===== src/rtl/fpu_seq_normalizer_if.sv =====
// Handshake bundle for the sequential FPU normalizer.
// The master drives operands and accepts results. The slave is the normalizer.
interface fpu_seq_normalizer_if #(
  parameter int MANTISSA_SIZE = 23,
  parameter int EXPONENT_SIZE = 8
);
  logic                     in_valid;
  logic                     in_ready;
  logic [MANTISSA_SIZE+1:0] in_mantissa;
  logic [EXPONENT_SIZE-1:0] in_exponent;
  logic                     out_valid;
  logic                     out_ready;
  logic [MANTISSA_SIZE-1:0] out_mantissa;
  logic [EXPONENT_SIZE-1:0] out_exponent;
  logic                     overflow;
  logic                     underflow;
  logic                     zero;

  modport master (
    output in_valid, in_mantissa, in_exponent, out_ready,
    input  in_ready, out_valid, out_mantissa, out_exponent, overflow, underflow, zero
  );

  modport slave (
    input  in_valid, in_mantissa, in_exponent, out_ready,
    output in_ready, out_valid, out_mantissa, out_exponent, overflow, underflow, zero
  );
endinterface


===== src/rtl/fpu_seq_normalizer.sv =====
// Multi-cycle FPU mantissa normalizer.
// The easy cases are classified in one cycle: Inf/NaN, zero, carry, already normalised, and denormal.
// All other operands are shifted left by at most SHIFT_PER_CYCLE bits per clock.
module fpu_seq_normalizer #(
  parameter int MANTISSA_SIZE   = 23,
  parameter int EXPONENT_SIZE   = 8,
  parameter int SHIFT_PER_CYCLE = 4
) (
  input logic clk,
  input logic rst,
  fpu_seq_normalizer_if.slave bus
);

  localparam int MW  = MANTISSA_SIZE + 2;
  localparam int EW  = EXPONENT_SIZE + 1;
  localparam int LZW = $clog2(MANTISSA_SIZE + 2);
  localparam int CW  = (EW > LZW) ? EW : LZW;

  typedef enum logic [1:0] {IDLE, SHIFT, DONE} state_t;

  state_t          state, state_next;
  logic [MW-1:0]   mant_reg, mant_next;
  logic [EW-1:0]   exp_reg, exp_next;
  logic            overflow_reg, overflow_next;
  logic            underflow_reg, underflow_next;
  logic            zero_reg, zero_next;

  logic [LZW-1:0]  lz;
  logic [CW-1:0]   shift_amt;
  logic [CW-1:0]   exp_minus_one;
  logic [MW-1:0]   mant_shifted;
  logic [EW-1:0]   exp_shifted;

  // Count the leading zeros above and including the hidden bit. The highest set bit wins.
  always_comb begin
    lz = LZW'(MANTISSA_SIZE + 1);
    for (int i = 0; i <= MANTISSA_SIZE; i++) begin
      if (mant_reg[i]) lz = LZW'(MANTISSA_SIZE - i);
    end
  end

  // Bound the shift by the leading zeros, the per-cycle limit, and the exponent floor of 1.
  always_comb begin
    exp_minus_one = CW'(exp_reg - EW'(1));
    shift_amt     = CW'(lz);
    if (CW'(SHIFT_PER_CYCLE) < shift_amt) shift_amt = CW'(SHIFT_PER_CYCLE);
    if (exp_minus_one < shift_amt)        shift_amt = exp_minus_one;
    mant_shifted  = mant_reg << shift_amt;
    exp_shifted   = exp_reg - EW'(shift_amt);
  end

  // Compute the next state and the next result registers. Classification happens at accept time.
  always_comb begin
    state_next     = state;
    mant_next      = mant_reg;
    exp_next       = exp_reg;
    overflow_next  = overflow_reg;
    underflow_next = underflow_reg;
    zero_next      = zero_reg;
    case (state)
      IDLE: begin
        if (bus.in_valid) begin
          mant_next      = bus.in_mantissa;
          exp_next       = {1'b0, bus.in_exponent};
          overflow_next  = 1'b0;
          underflow_next = 1'b0;
          zero_next      = 1'b0;
          state_next     = DONE;
          if (&bus.in_exponent) begin
            state_next = DONE;
          end else if (bus.in_mantissa == '0) begin
            exp_next  = '0;
            zero_next = 1'b1;
          end else if (bus.in_mantissa[MANTISSA_SIZE+1]) begin
            mant_next = bus.in_mantissa >> 1;
            exp_next  = {1'b0, bus.in_exponent} + EW'(1);
            if (&exp_next[EXPONENT_SIZE-1:0]) begin
              overflow_next = 1'b1;
              mant_next     = '0;
            end
          end else if (bus.in_mantissa[MANTISSA_SIZE]) begin
            state_next = DONE;
          end else if (bus.in_exponent <= EXPONENT_SIZE'(1)) begin
            underflow_next = 1'b1;
            exp_next       = '0;
          end else begin
            state_next = SHIFT;
          end
        end
      end
      SHIFT: begin
        mant_next = mant_shifted;
        exp_next  = exp_shifted;
        if (mant_shifted[MANTISSA_SIZE]) begin
          state_next = DONE;
        end else if (exp_shifted == EW'(1)) begin
          underflow_next = 1'b1;
          exp_next       = '0;
          state_next     = DONE;
        end
      end
      DONE: begin
        if (bus.out_ready) begin
          overflow_next  = 1'b0;
          underflow_next = 1'b0;
          zero_next      = 1'b0;
          state_next     = IDLE;
        end
      end
      default: state_next = IDLE;
    endcase
  end

  // Register the state and results. Reset drops any in-flight operand and clears the flags.
  always_ff @(posedge clk) begin
    if (rst) begin
      state         <= IDLE;
      mant_reg      <= '0;
      exp_reg       <= '0;
      overflow_reg  <= 1'b0;
      underflow_reg <= 1'b0;
      zero_reg      <= 1'b0;
    end else begin
      state         <= state_next;
      mant_reg      <= mant_next;
      exp_reg       <= exp_next;
      overflow_reg  <= overflow_next;
      underflow_reg <= underflow_next;
      zero_reg      <= zero_next;
    end
  end

  assign bus.in_ready     = (state == IDLE);
  assign bus.out_valid    = (state == DONE);
  assign bus.out_mantissa = mant_reg[MANTISSA_SIZE-1:0];
  assign bus.out_exponent = exp_reg[EXPONENT_SIZE-1:0];
  assign bus.overflow     = overflow_reg;
  assign bus.underflow    = underflow_reg;
  assign bus.zero         = zero_reg;

endmodule


===== src/flat_wrapper.sv =====
// flat-port wrapper written by rule: the top's interface ports become plain ports
module fpu_seq_normalizer_flat 
#(
  parameter int MANTISSA_SIZE   = 23,
  parameter int EXPONENT_SIZE   = 8,
  parameter int SHIFT_PER_CYCLE = 4
)
  (clk, rst, bus_in_valid, bus_in_mantissa, bus_in_exponent, bus_out_ready, bus_in_ready, bus_out_valid, bus_out_mantissa, bus_out_exponent, bus_overflow, bus_underflow, bus_zero);
  fpu_seq_normalizer_if #(.MANTISSA_SIZE(MANTISSA_SIZE), .EXPONENT_SIZE(EXPONENT_SIZE)) bus_i ();
  input logic clk;
  input logic rst;
  input wire logic [$bits(bus_i.in_valid)-1:0] bus_in_valid;
  input wire logic [$bits(bus_i.in_mantissa)-1:0] bus_in_mantissa;
  input wire logic [$bits(bus_i.in_exponent)-1:0] bus_in_exponent;
  input wire logic [$bits(bus_i.out_ready)-1:0] bus_out_ready;
  output wire logic [$bits(bus_i.in_ready)-1:0] bus_in_ready;
  output wire logic [$bits(bus_i.out_valid)-1:0] bus_out_valid;
  output wire logic [$bits(bus_i.out_mantissa)-1:0] bus_out_mantissa;
  output wire logic [$bits(bus_i.out_exponent)-1:0] bus_out_exponent;
  output wire logic [$bits(bus_i.overflow)-1:0] bus_overflow;
  output wire logic [$bits(bus_i.underflow)-1:0] bus_underflow;
  output wire logic [$bits(bus_i.zero)-1:0] bus_zero;
  assign bus_i.in_valid = bus_in_valid;
  assign bus_i.in_mantissa = bus_in_mantissa;
  assign bus_i.in_exponent = bus_in_exponent;
  assign bus_i.out_ready = bus_out_ready;
  assign bus_in_ready = bus_i.in_ready;
  assign bus_out_valid = bus_i.out_valid;
  assign bus_out_mantissa = bus_i.out_mantissa;
  assign bus_out_exponent = bus_i.out_exponent;
  assign bus_overflow = bus_i.overflow;
  assign bus_underflow = bus_i.underflow;
  assign bus_zero = bus_i.zero;
  fpu_seq_normalizer #(.MANTISSA_SIZE(MANTISSA_SIZE), .EXPONENT_SIZE(EXPONENT_SIZE), .SHIFT_PER_CYCLE(SHIFT_PER_CYCLE)) u_core (.clk(clk), .rst(rst), .bus(bus_i));
endmodule

===== config.mk =====
export PLATFORM = sky130hd
export DESIGN_NAME = fpu_seq_normalizer_flat
export DESIGN_NICKNAME = d
export VERILOG_FILES = /design/src/rtl/fpu_seq_normalizer_if.sv /design/src/rtl/fpu_seq_normalizer.sv /design/src/flat_wrapper.sv
export SDC_FILE = /design/constraint.sdc
export NUM_CORES = 1
export LEC_CHECK = 0
export ABC_AREA = 1
export CAP_MARGIN = 20
export CORE_UTILIZATION = 50
export CTS_CLUSTER_SIZE = 25
export DETAILED_ROUTE_END_ITERATION = 10
export PLACE_DENSITY_LB_ADDON = 0.05
export SLEW_MARGIN = 20
export SYNTH_ARGS = -nofsm -noshare
export SYNTH_HDL_FRONTEND = slang
export SYNTH_SLANG_ARGS = --single-unit

===== constraint.sdc =====
create_clock -name clk -period 5.4 [get_ports clk]
set_input_delay 1.62 -clock clk [delete_from_list [all_inputs] [get_ports clk]]
set_output_delay 1.62 -clock clk [all_outputs]
set_load 0.02 [all_outputs]

==> metrics.yaml <==
postSynthCellCount: 753
period_needed_ns: 5.12
yosys_warnings: 0
grt_pass1_wl_um: 22100
cpMaxStageDelayCell: "or3b_2"
ctsHoldBuffers: 0
dp_hpwl_um: 10700
diodes: 0
routed_wl_um: 13600
hold_violations: 0
final.setup.tns_ns: 0
drt_iter0_markers: 396
dr.pass1.iters: 8
area_growth_pct: 15.4
vias_per_cell: 5.70
yosysTopAreaCell: "dfxtp_1"
synthArstFlopShare: 0
core_area_um2: 8810
antenna_found_initial: 0
die_area_um2: 9550
ys_seq_elements: 38
cpLargestDelayFamily: "simple AND/OR/NAND/NOR gates"
synth_area_leaders: "dfxtp_1 17%, nand2_1 14%, o21ai_0 8.2%"
cts_num_sinks: 38
tightestPinTransition_ns: 0.870
synth_most_common_cell: "nand2_1"
grt_use_total: 0.283
drc: 4
slew_headroom: 0.418
rows: 34
place_area_um2: 5140
synth_cell_type_count: 49
maxSlewViolCount: 0
start_util: 0.520
ios: 73
place_congestion: 0.939
cts_inserted_buffers: 5
final_area_um2: 5290
num_vias: 5080
hold_path.class: "register to register"
worstPathRequired_ns: 5.59
final_net_count: 838
syn_avg_cell_area_um2: 6.08
grt_max_degree: 53
avgRoutedWirePerCell_um: 15.3
clkSlewWorstSetupHoldPaths_ns: 0.08
yosysSeqAreaShare: 0.166
finalClockSkew_ns: 0.0105
cp-start-kind: "register"
fmaxAchievable_ghz: 0.195
synth.cell_area_um2: 4580
cts_root_buf: "clkbuf_8"
die-height_um: 97.7
setup_viol: 0
cpPeakStageDelay_ns: 0.47
cts_buffer_depth: 2
detail-route-antenna-nets: 0
drive_gt1_frac: 0.0702
yosys-top-cells-count: "165 x nand2_1, 84 x inv_1, 75 x o21ai_0, 70 x nand3_1, 51 x a21oi_1"
violations: "design-rule violations"
drv_cap: 0
synth_top_area_share: 0.166
insertion_delay_ns: 0.30
status: "complete, but fails checks"
synth-edff-count: 0
rsz0062_at_grt: "false"
fp.dieW_um: 97.7
critical_path_arrival_ns: 5.31
cp_num_buf_inv: 5
grt_pass1_vias: 4510
largest_reg_flops: 24
grt_overflow_total: 0
ys.flop_type: "dfxtp_1"
htree_num_levels: 2
post-route-period-util: 0.947
worstPathMaxFanout: 4
setup.worst_path.class: "register to register"
cts_tree: "yes"
endpoint_kind: "register"
portBuffers: 72
## worst paths after layout
check / from / endpoint / slack (ns) / depth (start not counted)
setup / recovery: u_core.exp_reg[0] / u_core.bus.underflow / 0.28 / 25
hold / removal: u_core.bus.overflow / u_core.bus.overflow / 0.48 / 2
setup reg to reg: u_core.exp_reg[0] / u_core.bus.underflow / 0.28 / 25
hold reg to reg: u_core.bus.overflow / u_core.bus.overflow / 0.48 / 2
## routing by layer
metal | vias to the layer above | wire, µm | track usage | share of wire
li1 | 2583 | - | - | -
met1 | 2335 | 6740 | 0.435 | 0.49
met2 | 153 | 5890 | 0.429 | 0.43
met3 | 9 | 882 | 0.0230 | 0.065
met4 | 0 | 122 | 0.0548 | 0.0089
met5 | - | 0 | 0 | 0
## final cells by class
class,count,area [µm²]
repair buffers,89,848
fillers,905,3520
multi-input cells,561,3080
clock buffers,6,82.6
inverters,87,327
well taps,108,135
clock inverters,2,60.1
flip-flops and latches,38,761
## what timing repair did
action | in CTS | in global routing
endpoints found under the setup margin | 0 | 4
buffers inserted | 0 | 1
gates resized for setup | 0 | 1
## tightest hold or removal path: stages (launching register included)
cell     delay [ns]
dfxtp_1        0.32
nand2_1        0.06
a21oi_1        0.06
## stage by stage
stage               hold WS, ns  instances   util  worst slack (ns)
floorplan                 0.450        754      -          0.000492
detailed placement        0.461        882  0.584             0.200
global placement          0.462        882  0.584             0.328
finish                    0.480        891  0.601             0.284
CTS                       0.481        890  0.600             0.188
global route              0.502        891  0.601           0.00886
## cell families after synthesis
logic type | Yosys count | synth area share
and+or+nand+nor | 324 | 0.324
AOI/OAI and AO/OA | 203 | 0.267
other | 1 | 0.000818
DFF | 38 | 0.166
adders and majority gates | 19 | 0.0535
xor gates and xnor gates | 13 | 0.0248
buffers and inverters | 155 | 0.164
## cell usage in the layout, fill, tap and decap left out, drive strengths merged, types with 2 or more instances in the layout
cell type / Yosys / routed
nand2: 175 / 175
o21ai: 94 / 94
inv: 86 / 86
nand3: 76 / 76
clkdlybuf4s50: 0 / 72
a21oi: 52 / 52
nor2: 39 / 39
dfxtp: 38 / 38
o211ai: 24 / 24
a31oi: 18 / 18
ha: 18 / 18
buf: 49 / 17
xor2: 10 / 10
nand4: 8 / 8
nor3: 7 / 7
nor4: 7 / 7
o2111ai: 6 / 6
clkbuf: 19 / 6
xnor2: 3 / 3
nand3b: 3 / 3
or3: 3 / 3
or2: 3 / 3
a211oi: 2 / 2
conb: 1 / 2
bufinv: 0 / 2
Power is not shown: default switching activity piles up to over one toggle a cycle in this logic, so the estimate is an artifact.
